`config.mk`:
```
export PLATFORM = sky130hd
export DESIGN_NAME = fir_coef_loader
export DESIGN_NICKNAME = d
export VERILOG_FILES = /design/src/rtl/fir_coef_loader.sv
export SDC_FILE = /design/constraint.sdc
export NUM_CORES = 1
export LEC_CHECK = 0
export CORE_MARGIN = 2
export CORE_UTILIZATION = 50
export CTS_BUF_LIST = sky130_fd_sc_hd__clkbuf_16
export DETAILED_ROUTE_END_ITERATION = 10
export GPL_TIMING_DRIVEN = 0
export PLACE_DENSITY = 0.75
export RECOVER_POWER = 100
export SLEW_MARGIN = 25
export SYNTH_ARGS = -nofsm -noshare
export SYNTH_HDL_FRONTEND = slang
export SYNTH_SLANG_ARGS = --single-unit
```
`constraint.sdc`:
```
create_clock -name clk -period 3.74 [get_ports clk]
set_input_delay 0.748 -clock clk [delete_from_list [all_inputs] [get_ports clk]]
set_output_delay 0.748 -clock clk [all_outputs]
set_load 0.02 [all_outputs]
```
`src/rtl/fir_coef_loader.sv`:
```
// FIR coefficient loader: streams NUM_REGS words into a shadow bank, then
// commits them atomically to the active bank once the accelerator is idle.
module fir_coef_loader #(
  parameter  int NUM_REGS   = 8,
  parameter  int DATA_WIDTH = 32,
  localparam int IDX_W      = $clog2(NUM_REGS)
) (
  input  logic                           clk,
  input  logic                           rst,
  input  logic                           loadStart,
  input  logic                           loadAbort,
  input  logic [DATA_WIDTH-1:0]          coefIn,
  input  logic                           coefValid,
  output logic                           coefReady,
  input  logic                           accelBusy,
  output logic [NUM_REGS*DATA_WIDTH-1:0] coefsFlat,
  output logic [IDX_W-1:0]               coefIdx,
  output logic                           loaderBusy,
  output logic                           loadDone,
  output logic                           bankValid
);

  typedef enum logic [1:0] {
    S_IDLE,
    S_LOAD,
    S_WAIT_COMMIT
  } state_t;

  state_t                           r_state;
  state_t                           w_next_state;
  logic [IDX_W-1:0]                 r_idx;
  logic [DATA_WIDTH-1:0]            r_shadow [NUM_REGS];
  logic [NUM_REGS*DATA_WIDTH-1:0]   r_active;
  logic                             r_load_done;
  logic                             r_bank_valid;
  logic                             w_beat;
  logic                             w_last_beat;
  logic                             w_commit;
  logic                             w_write_shadow;

  assign coefReady  = (r_state == S_LOAD);
  assign loaderBusy = (r_state != S_IDLE);
  assign coefsFlat  = r_active;
  assign coefIdx    = r_idx;
  assign loadDone   = r_load_done;
  assign bankValid  = r_bank_valid;

  // A beat coinciding with a start or abort pulse is dropped.
  assign w_beat         = coefValid && (r_state == S_LOAD);
  assign w_last_beat    = w_beat && (r_idx == IDX_W'(NUM_REGS - 1));
  assign w_write_shadow = w_beat && !loadStart && !loadAbort;
  assign w_commit       = (r_state == S_WAIT_COMMIT) && !accelBusy &&
                          !loadStart && !loadAbort;

  always_comb begin
    w_next_state = r_state;
    case (r_state)
      S_IDLE: begin
        if (loadStart && !loadAbort) w_next_state = S_LOAD;
      end
      S_LOAD: begin
        if (loadAbort)        w_next_state = S_IDLE;
        else if (loadStart)   w_next_state = S_LOAD;
        else if (w_last_beat) w_next_state = S_WAIT_COMMIT;
      end
      S_WAIT_COMMIT: begin
        if (loadAbort)       w_next_state = S_IDLE;
        else if (loadStart)  w_next_state = S_LOAD;
        else if (!accelBusy) w_next_state = S_IDLE;
      end
      default: w_next_state = S_IDLE;
    endcase
  end

  always_ff @(posedge clk or negedge rst) begin
    if (!rst) begin
      r_state      <= S_IDLE;
      r_idx        <= '0;
      r_active     <= '0;
      r_load_done  <= 1'b0;
      r_bank_valid <= 1'b0;
      for (int i = 0; i < NUM_REGS; i++) r_shadow[i] <= '0;
    end else begin
      r_state     <= w_next_state;
      r_load_done <= w_commit;
      if (loadStart || loadAbort) begin
        r_idx <= '0;
      end else if (w_beat) begin
        r_idx <= w_last_beat ? '0 : r_idx + IDX_W'(1);
      end
      if (w_write_shadow) r_shadow[r_idx] <= coefIn;
      // All taps move in the same edge so the filter never sees a mixed set.
      if (w_commit) begin
        for (int i = 0; i < NUM_REGS; i++)
          r_active[i*DATA_WIDTH +: DATA_WIDTH] <= r_shadow[i];
        r_bank_valid <= 1'b1;
      end
    end
  end

endmodule

```
==> metrics.txt, run 1 <==
Total Power=10.98 mW; CP Data Required Time=4.19 ns; # hold bufs at CTS=0; CP peak stage delay=0.71 ns; post-CTS sizing=0; synthesized area=19440 µm²; Pleak=around 13 nW; Post-synth EDFFs=0; Fin. Hold Viols=0; grt ovf=0; post-synthesis cell type count=31; H-tree depth=2; reg-to-reg endpoint=r_shadow[24]; met1 track demand over resource=30.12%; layout cells sized above 1=37.68%; vias post-DR=10737; CTS sink count=519; final hold slack=0.4721 ns; MaxCap Viol Count=1; Worst Path Buf+Inv=3; Setup TNS=0 ns; # rows=72; Mean Syn Cell Area=17.29 µm²; initial antenna violation count=2; Critical Path Start Type=primary input; vias in the first global route=~12000; Worst Max-Slew Pin Slew=1.614 ns; reg2reg start=coefIdx[0]; port bufs=300; commonest non-fill, non-tap cell in the layout=dfrtp_1; Cells after Synth=1124; clk buf depth=3; die width=~200 µm; DRC viols=0; YS warnings=0; Die Y=201.2 µm; GPL Wtd Cong=~0.75; Hold Path Stages=1; Avg WL per Cell=22.33 µm; post-route cell area=between 20000 and 25000 µm²; Clock Pin Slew Worst Setup and Hold Paths=0.06 ns; final setup violation count=0; R2R Setup Slk=0.92 ns; Async SR Flop Fraction=100.0%; register area share after synthesis=about two thirds; Tightest Hold Check Type=flop to flop; WL final=45530 µm; unrepaired setup endpoints after global routing=no; Slew headroom=-7.607%; Worst Reg-to-Reg Cells=5; Num CTS Buffers=50; status=complete, but fails checks; failing checks=capacitance limit, slew limit; DR vias/cell=5.266; Die ar.=40470 µm²; most frequent cells in the layout=519 x dfrtp_1, 497 x mux2_2, 265 x dlygate4sd3_1; CP Max Fanout=10; Clk Latency, worst-skew pair=0.57 ns; Most used DFF post-synth=dfrtp_1; 1st-iter DRT viols=382; grt peak-use layer=met2; IO Pins=301; Peak Freq=309.7 MHz; cell mode on critical path=clkbuf_1; IR Drop Worst-Case VDD=0.3326 mV; Worst Skew=0.01888 ns; Area Overhead vs Synth=26.28%; Post-CTS Setup Bufs=0; first-pass GRT wire length=70750 µm; gr usage total=22.98%; clock root buffer=clkbuf_16; post-layout min period=3.229 ns; Core ar.=38470 µm²; TritonCTS clock tree=done; syn nets=1164; dpl hpwl=a little over 30000 µm; Hold Path Sink=bankValid; pwr dens=approximately 450 nW/µm²; CP Class=primary input to flop; antenna-violating nets left=0; fin crit share=between 80 and 90%; CP cell instances=dlygate4sd3_1, nor4bb_1, and4_1, clkbuf_1, clkbuf_1, mux2_2; largest net degree at the start of global routing=98; first drt pass iteration count=4; Final Util=a little under two thirds; met2 GRT Util=37.62%; startpoint of the worst hold path=bankValid; Initial Utilization=around 50%; Worst Setup End Kind=flop; Nets=1521; DP Area=23230 µm²; critical path's slowest cell=clkbuf_1; Worst EP arrival=3.68 ns; met3 usage=6.122%; Final Max Tran Viols=64; Largest delay share family, worst path=buffers and inverters; Yosys reg bits=519
## cells in the mapped netlist, types with 2 or more instances
| master | number | area, µm² |
|---|---|---|
| dfrtp_1 | 519 | 12990 |
| mux2_2 | 498 | 5608 |
| buf_2 | 28 | 140.1 |
| buf_6 | 16 | 180.2 |
| mux2_1 | 14 | 157.7 |
| buf_4 | 10 | 75.07 |
| nand2_1 | 8 | 30.03 |
| and4_1 | 2 | 17.52 |
| ha_1 | 2 | 25.02 |
| nand3_1 | 2 | 10.01 |
| nor2_1 | 2 | 7.510 |
| nor3_1 | 2 | 10.01 |
| nor4bb_1 | 2 | 20.02 |
| o21ai_0 | 2 | 10.01 |
## kinds of logic (layout without fill, tap and decap cells)
kind of cell / Yosys count / in the layout / synth area share [%]
flops: 519 / 519 / 66.82
mux: 513 / 513 / 29.71
buf+inv: 57 / 451 / 2.098
simple gates: 28 / 28 / 1.094
compound gates: 5 / 5 / 0.1481
fa+ha+maj: 2 / 2 / 0.1287
other cells: 0 / 3 / 0
## layout make-up
cell class	count	area, µm²
well taps	518	648.1
fillers	2830	13920
clock buffers	53	1326
plain buffers	55	216.5
clock inverters	36	249.0
flip-flops and latches	519	12990
multi-input cells	548	6007
diodes	3	7.507
inverters	2	7.507
repair buffers	305	3095
## per-stage QoR
step | instances | setup WS, ns
floorplan | 1124 | 1.756
global placement | 1942 | -20.17
detailed placement | 1947 | 0.6949
CTS | 2036 | 0.7451
global route | 2038 | 0.3491
finish | 2039 | 0.5107
## worst max path at each step
stage,end,depth (start not counted),from,slack (ns)
after floorplan,r_shadow[11],5,loadStart,1.76
after global placement,coefsFlat[212],1,rst,-20.17
after detailed placement,coefsFlat[11],6,loadStart,0.69
after CTS,coefReady,3,r_state[1],0.75
after global routing,r_shadow[44],6,loadStart,0.35
final,r_shadow[24],6,loadStart,0.51
## metal layers
metal	share of wire, %	routed length, µm
met2	49	22260
met3	6.4	2896
met1	42	19310
met5	0	0
met4	2.3	1067
## flip-flops by register name (all words and copies together), names as in the netlist
register   cells
bankValid      1
r_state        2
coefsFlat    256
loadDone       1
r_shadow     256
coefIdx        3
## power by group
part	internal [mW]	switching (mW)	leakage, nW
Sequential	5.73	0.0515	7.19
Clock	2.81	2.05	0.814
Combinational	0.132	0.204	5.18
No activity file was read; power rests on OpenSTA's default activity.
==> run 2: changes to the inputs <==
--- a/config.mk
+++ b/config.mk
@@ -6,11 +6,12 @@
 export NUM_CORES = 1
 export LEC_CHECK = 0
 export CORE_MARGIN = 2
-export CORE_UTILIZATION = 50
+export CORE_UTILIZATION = 55
 export CTS_BUF_LIST = sky130_fd_sc_hd__clkbuf_16
+export CTS_CLUSTER_SIZE = 30
 export DETAILED_ROUTE_END_ITERATION = 10
 export GPL_TIMING_DRIVEN = 0
-export PLACE_DENSITY = 0.75
+export PLACE_DENSITY = 0.81
 export RECOVER_POWER = 100
 export SLEW_MARGIN = 25
 export SYNTH_ARGS = -nofsm -noshare
==> run 2 against run 1 <==
Against the previous run:
- global-route usage up 2.2 points
- wire length down 0.54%
- combinational power up 1%
- power down 0.63%
- the run still ends with capacitance limit, slew limit left
- via count up 0.29%
- sequential power about the same
- highest routed layer unchanged
- maximum frequency up 0.56%
- cell area down 0.22%
==> metrics.txt, run 2 (synthesis gave the netlist of run 1 again) <==
final hold slack=0.4805 ns (was 0.4721 ns); post-route insts no fill=1976 (was 2039); Worst Skew=0.02713 ns (was 0.01888 ns); MaxCap Viol Count=1 (unchanged); Clock Pin Slew Worst Setup and Hold Paths=0.06 ns (about the same); pre-CTS setup slack=0.7341 ns (was 0.6949 ns); status=complete, but fails checks (unchanged); DP Area=23150 µm² (was 23230 µm²); vias post-DR=10768 (was 10737); die width=192.0 µm (was 201.2 µm); largest net degree at the start of global routing=98 (unchanged); 1st-iter DRT viols=443 (was 382); post-CTS sizing=0 (unchanged); Largest delay share family, worst path=buffers and inverters (unchanged); GPL Wtd Cong=0.7876 (was 0.7458); # rows=68 (was 72); Fin. Hold Viols=0 (unchanged); Die Y=192.0 µm (was 201.2 µm); antenna fix cells=0 (was 3); gr usage total=25.21% (was 22.98%); Worst Setup End Kind=flop (unchanged); Worst EP arrival=3.67 ns (was 3.68 ns); Final Max Tran Viols=79 (was 64); CP cell instances=dlygate4sd3_1, nor4bb_1, and4_1, clkbuf_1, clkbuf_1, mux2_2 (unchanged); pwr dens=445.3 nW/µm² (was 447.2 nW/µm²); critical path's slowest cell=dlygate4sd3_1 (was clkbuf_1); CP peak stage delay=0.65 ns (was 0.71 ns); cell mode on critical path=clkbuf_1 (unchanged); IO Pins=301 (unchanged); WL final=45290 µm (was 45530 µm); DR vias/cell=5.449 (was 5.266); Levels on crit path=6 (unchanged); fin crit share=85.86% (was 86.34%); IR Drop Worst-Case VDD=0.3661 mV (was 0.3326 mV); antenna-violating nets left=0 (unchanged); TritonCTS clock tree=done (unchanged); Avg WL per Cell=22.92 µm (was 22.33 µm); CTS sink count=519 (unchanged); Tightest Hold Check Type=flop to flop (unchanged); # hold bufs at CTS=0 (unchanged); Post-CTS Setup Bufs=0 (unchanged); unrepaired setup endpoints after global routing=no (unchanged); clock root buffer=clkbuf_16 (unchanged); Worst Reg-to-Reg Cells=5 (unchanged); layout cells sized above 1=37.61% (was 37.68%); failing checks=capacitance limit, slew limit (unchanged); dpl hpwl=31020 µm (was 31170 µm); Initial Utilization=55.99% (was 50.53%); Area Overhead vs Synth=26.00% (was 26.28%); Core ar.=34710 µm² (was 38470 µm²); vias in the first global route=11692 (was 11580); Final Util=70.55% (was 63.81%); post-layout min period=3.211 ns (was 3.229 ns); Setup WS post-layout=0.5288 ns (was 0.5107 ns); Hold Path Stages=1 (unchanged); Peak Freq=311.4 MHz (was 309.7 MHz); CP Max Fanout=10 (unchanged); Pleak=13.23 nW (was 13.18 nW); H-tree depth=2 (unchanged); clk buf depth=3 (unchanged); Clk Latency, worst-skew pair=0.57 ns (about the same); DRC viols=0 (unchanged); final setup violation count=0 (unchanged); initial antenna violation count=0 (was 2); most frequent cells in the layout=519 x dfrtp_1, 496 x mux2_2, 265 x dlygate4sd3_1 (was 519 x dfrtp_1, 497 x mux2_2, 265 x dlygate4sd3_1); Die ar.=36860 µm² (was 40470 µm²); Total Power=10.91 mW (was 10.98 mW); grt ovf=0 (unchanged); port bufs=300 (unchanged); Cells after DPL=1884 (was 1947); first-pass GRT wire length=69650 µm (was 70750 µm); Critical Path Start Type=primary input (unchanged); Setup TNS=0 ns (unchanged); Nets=1522 (was 1521); Slew headroom=-37.80% (was -7.607%); Worst Path Buf+Inv=3 (unchanged); number of fillers in the final layout=2272 (was 2830); CP Class=primary input to flop (unchanged); Num CTS Buffers=51 (was 50); commonest non-fill, non-tap cell in the layout=dfrtp_1 (unchanged); post-route cell area=24490 µm² (was 24540 µm²); CP Data Required Time=4.19 ns (about the same); Worst Max-Slew Pin Slew=2.067 ns (was 1.614 ns); first drt pass iteration count=4 (unchanged)
-- run 2: layer usage --
| layer | track usage, % | wire, µm | up-vias |
|---|---|---|---|
| li1 | - | - | 4735 |
| met5 | 0 | 0 | - |
| met4 | 6.635 | 1099 | 0 |
| met1 | 33.20 | 18960 | 5708 |
| met2 | 41.67 | 22190 | 262 |
| met3 | 6.888 | 3044 | 63 |
-- run 2: worst register-to-register path, delay by kind of cell (launching register included) --
family	cells	cell delay, ns
buffers and inverters	2	0.98
DFF	1	0.44
muxes	1	0.43
and+or+nand+nor	2	0.86
-- run 2: report_power, final --
part	leakage [nW]	internal [mW]	switching, mW
Combinational	5.20	0.135	0.206
Sequential	7.19	5.73	0.0536
Clock	0.836	2.72	2.07
Total	13.2	8.58	2.33
-- run 2: final cells by class --
class / count / area (µm²) / share of cell area [%]
flip-flops and latches: 519 / 12990 / 53.03
well taps: 455 / 569.3 / 2.325
multi-input cells: 548 / 6007 / 24.53
plain buffers: 55 / 237.7 / 0.9707
repair buffers: 305 / 3119 / 12.74
clock inverters: 40 / 261.5 / 1.068
inverters: 2 / 7.507 / 0.03065
clock buffers: 52 / 1301 / 5.313
-- run 2: path summary, 6_finish.rpt --
check | startpoint | endpoint | slack, ns
setup / recovery | loadStart | r_shadow[27] | 0.53
hold / removal | bankValid | bankValid | 0.48
setup reg to reg | coefIdx[0] | r_shadow[27] | 0.91
hold reg to reg | bankValid | bankValid | 0.48
max in group asynchronous | rst | r_shadow[114] | 0.88
min in group asynchronous | rst | coefsFlat[98] | 0.75
==> RTL edit: new RTL, config.mk and constraints of run 2 <==
Re-encode `state_t` (3 states) as one-hot, 3 bits wide.
--- a/src/rtl/fir_coef_loader.sv
+++ b/src/rtl/fir_coef_loader.sv
@@ -20,10 +20,10 @@
   output logic                           bankValid
 );
 
-  typedef enum logic [1:0] {
-    S_IDLE,
-    S_LOAD,
-    S_WAIT_COMMIT
+  typedef enum logic [2:0] {
+    S_IDLE        = 3'b001,
+    S_LOAD        = 3'b010,
+    S_WAIT_COMMIT = 3'b100
   } state_t;
 
   state_t                           r_state;
Behaviour: no difference found for any inputs over 4 cycles, from zero or initial values and one cycle with rst low; so few cycles prove little.
==> RTL edit against run 2 <==
The flow still finishes with violations (max-capacitance violations, max-slew violations); non-clock buffer count grew 29; final area is 1.6% higher; critical path depth increased by 3; hold slack got worse by 0.44 ns; critical endpoint is now coefsFlat[88]$_DFFE_PN0P_; routed wire length up 14%; synthesized area grew 0.93%; worst setup slack improved by 0.087 ns; sequential cell count grew 1; largest cell class unchanged; maximum frequency up 2.8%; power increased by 1.1%.
==> RTL edit: results (changes against run 2) <==
<table>
<tr><th>Metric</th><th>Value</th></tr>
<tr><th colspan="2">Flow run</th></tr>
<tr><td>Count of max-cap constraint violations</td><td>3 (+2)</td></tr>
<tr><th colspan="2">Synthesis</th></tr>
<tr><td>Count of unique library cells instantiated by Yosys</td><td>25 (-19%)</td></tr>
<tr><td>Top cells by area, synth</td><td>dfrtp_1, nand2_1, mux2_2, mux2_1, buf_6</td></tr>
<tr><td>Most frequent cells after synthesis</td><td>nand2_1, dfrtp_1, mux2_2</td></tr>
<tr><td>Post-synthesis cell count</td><td>1672 (+49%)</td></tr>
<tr><td>Share of the yosys chip area belonging to registers</td><td>66.3% (-0.48 points)</td></tr>
<tr><th colspan="2">GRT</th></tr>
<tr><td>First-pass GRT wire length</td><td>79.2 mm (+14%)</td></tr>
<tr><td>Number of antenna violations at the first check in global routing</td><td>1 (+1)</td></tr>
<tr><td>Maximum number of pins on one net before global-route repair</td><td>96 (-2.0%)</td></tr>
<tr><th colspan="2">Power</th></tr>
<tr><td>Leak Pwr</td><td>14.1 nW (+6.9%)</td></tr>
<tr><td>Maximum resistive drop on vdd</td><td>0.388 mV (+6.1%)</td></tr>
<tr><th colspan="2">Run status</th></tr>
<tr><td>Run status</td><td>complete, but fails checks</td></tr>
<tr><td>Violations in the final reports</td><td>max-capacitance violations, max-slew violations</td></tr>
<tr><th colspan="2">Placement</th></tr>
<tr><td>Post-Place Cells</td><td>2439 (+29%)</td></tr>
<tr><td>Final weighted congestion in routability-driven placement</td><td>0.805 (+2.2%)</td></tr>
<tr><td>Total half-perimeter wirelength after legalization and detailed placement</td><td>35.3 mm (+14%)</td></tr>
<tr><td>Post-placement cell area</td><td>23400 µm² (+0.93%)</td></tr>
<tr><th colspan="2">Worst setup path</th></tr>
<tr><td>Worst EP arrival</td><td>3.58 ns (-0.09 ns)</td></tr>
<tr><td>R2r startpoint</td><td>r_state[0]$_DFFE_PN1P_</td></tr>
<tr><td>Reg2reg end</td><td>r_shadow[209]$_DFFE_PN0P_</td></tr>
<tr><th colspan="2">Clock tree</th></tr>
<tr><td>Worst skew pair latency</td><td>0.59 ns (+0.02 ns)</td></tr>
<tr><td>Inserted Clock Buffers</td><td>50 (-2.0%)</td></tr>
<tr><th colspan="2">Route</th></tr>
<tr><td>First-pass iteration count of the detailed router</td><td>5 (+1)</td></tr>
<tr><td>First DRT Iteration DRCs</td><td>810 (+83%)</td></tr>
<tr><th colspan="2">Timing</th></tr>
<tr><td>Final Slew Violations</td><td>281 (+260%)</td></tr>
<tr><td>Post-route clock skew</td><td>0.0250 ns (-0.00212 ns)</td></tr>
<tr><th colspan="2">Finish</th></tr>
<tr><td>Final net count</td><td>2070 (+36%)</td></tr>
<tr><td>Proportion of layout cells with a drive suffix above 1</td><td>16.8% (-21 points)</td></tr>
</table>
==> RTL edit: changes by cell type after synthesis, sizes merged, moves of 4 or more <==
cell,run 2,this run
nand2,8,773
mux2,512,257
buf,54,78
nor2,2,7
clkbuf,1,5
==> RTL edit: logic make-up (layout without fill, tap and decap cells) <==
logic type                 after synthesis  in the layout  synth area share [%]
DFF                                    520            520                  66.3
buffers and inverters                   84            483                  2.94
muxes                                  257            257                  14.8
adders and majority gates                2              2                 0.128
and+or+nand+nor                        801            801                  15.6
AOI/OAI and AO/OA                        8              8                 0.230
==> RTL edit: through the flow <==
step / power [mW] / util, % / setup WS (ns) / hold slack [ns]
after global placement: 6.05 / 65.7 / -19.99 / 0.440
after CTS: 11.1 / 70.8 / 0.872 / 0.0658
after floorplan: 5.83 / - / 1.48 / 0.432
final: 11.0 / 70.5 / 0.616 / 0.0417
after global routing: 11.4 / 70.5 / 0.400 / 0.0479
after detailed placement: 6.07 / 66.2 / 0.283 / 0.446
==> RTL edit: area by class of cell <==
class	instances	area, µm²	area share [%]
plain buffers	83	522	2.10
clock buffers	50	1250	5.03
clock inverters	43	395	1.59
inverters	1	5.00	0.0201
multi-input cells	1068	6020	24.2
flip-flops and latches	520	13000	52.3
well taps	461	577	2.32
repair buffers	306	3110	12.5
==> RTL edit: critical path, stage by stage <==
cell and delay, ns:
dlygate4sd3_1 0.59, or2_1 0.24, clkbuf_1 0.17, or4_1 0.62
clkbuf_1 0.22, clkbuf_1 0.40, clkbuf_1 0.36, nand2_1 0.15
nand2_1 0.06
==> RTL edit: how the worst min path moves through the flow <==
stage / startpoint / end / slack [ns]
global route: rst / r_shadow[131]$_DFFE_PN0P_ / 0.05
floorplan: r_shadow[56]$_DFFE_PN0P_ / coefsFlat[216]$_DFFE_PN0P_ / 0.43
global placement: r_shadow[78]$_DFFE_PN0P_ / coefsFlat[174]$_DFFE_PN0P_ / 0.44
CTS: rst / coefsFlat[59]$_DFFE_PN0P_ / 0.07
finish: rst / coefsFlat[59]$_DFFE_PN0P_ / 0.04
detailed placement: r_shadow[103]$_DFFE_PN0P_ / coefsFlat[135]$_DFFE_PN0P_ / 0.45
==> RTL edit: metal layers <==
layer	vias up	part of all wire, %	wire length, µm	global-route usage (%)
li1	6063	-	-	-
met1	6896	41	21400	38.4
met2	469	49	25300	47.0
met3	92	6.6	3430	5.62
met4	0	3.0	1570	9.57
met5	-	0	0	0
==> RTL edit: power by group <==
group	internal [mW]	switching [mW]
sequential	5.66	0.0217
clock	2.92	2.15
combinational	0.0815	0.183
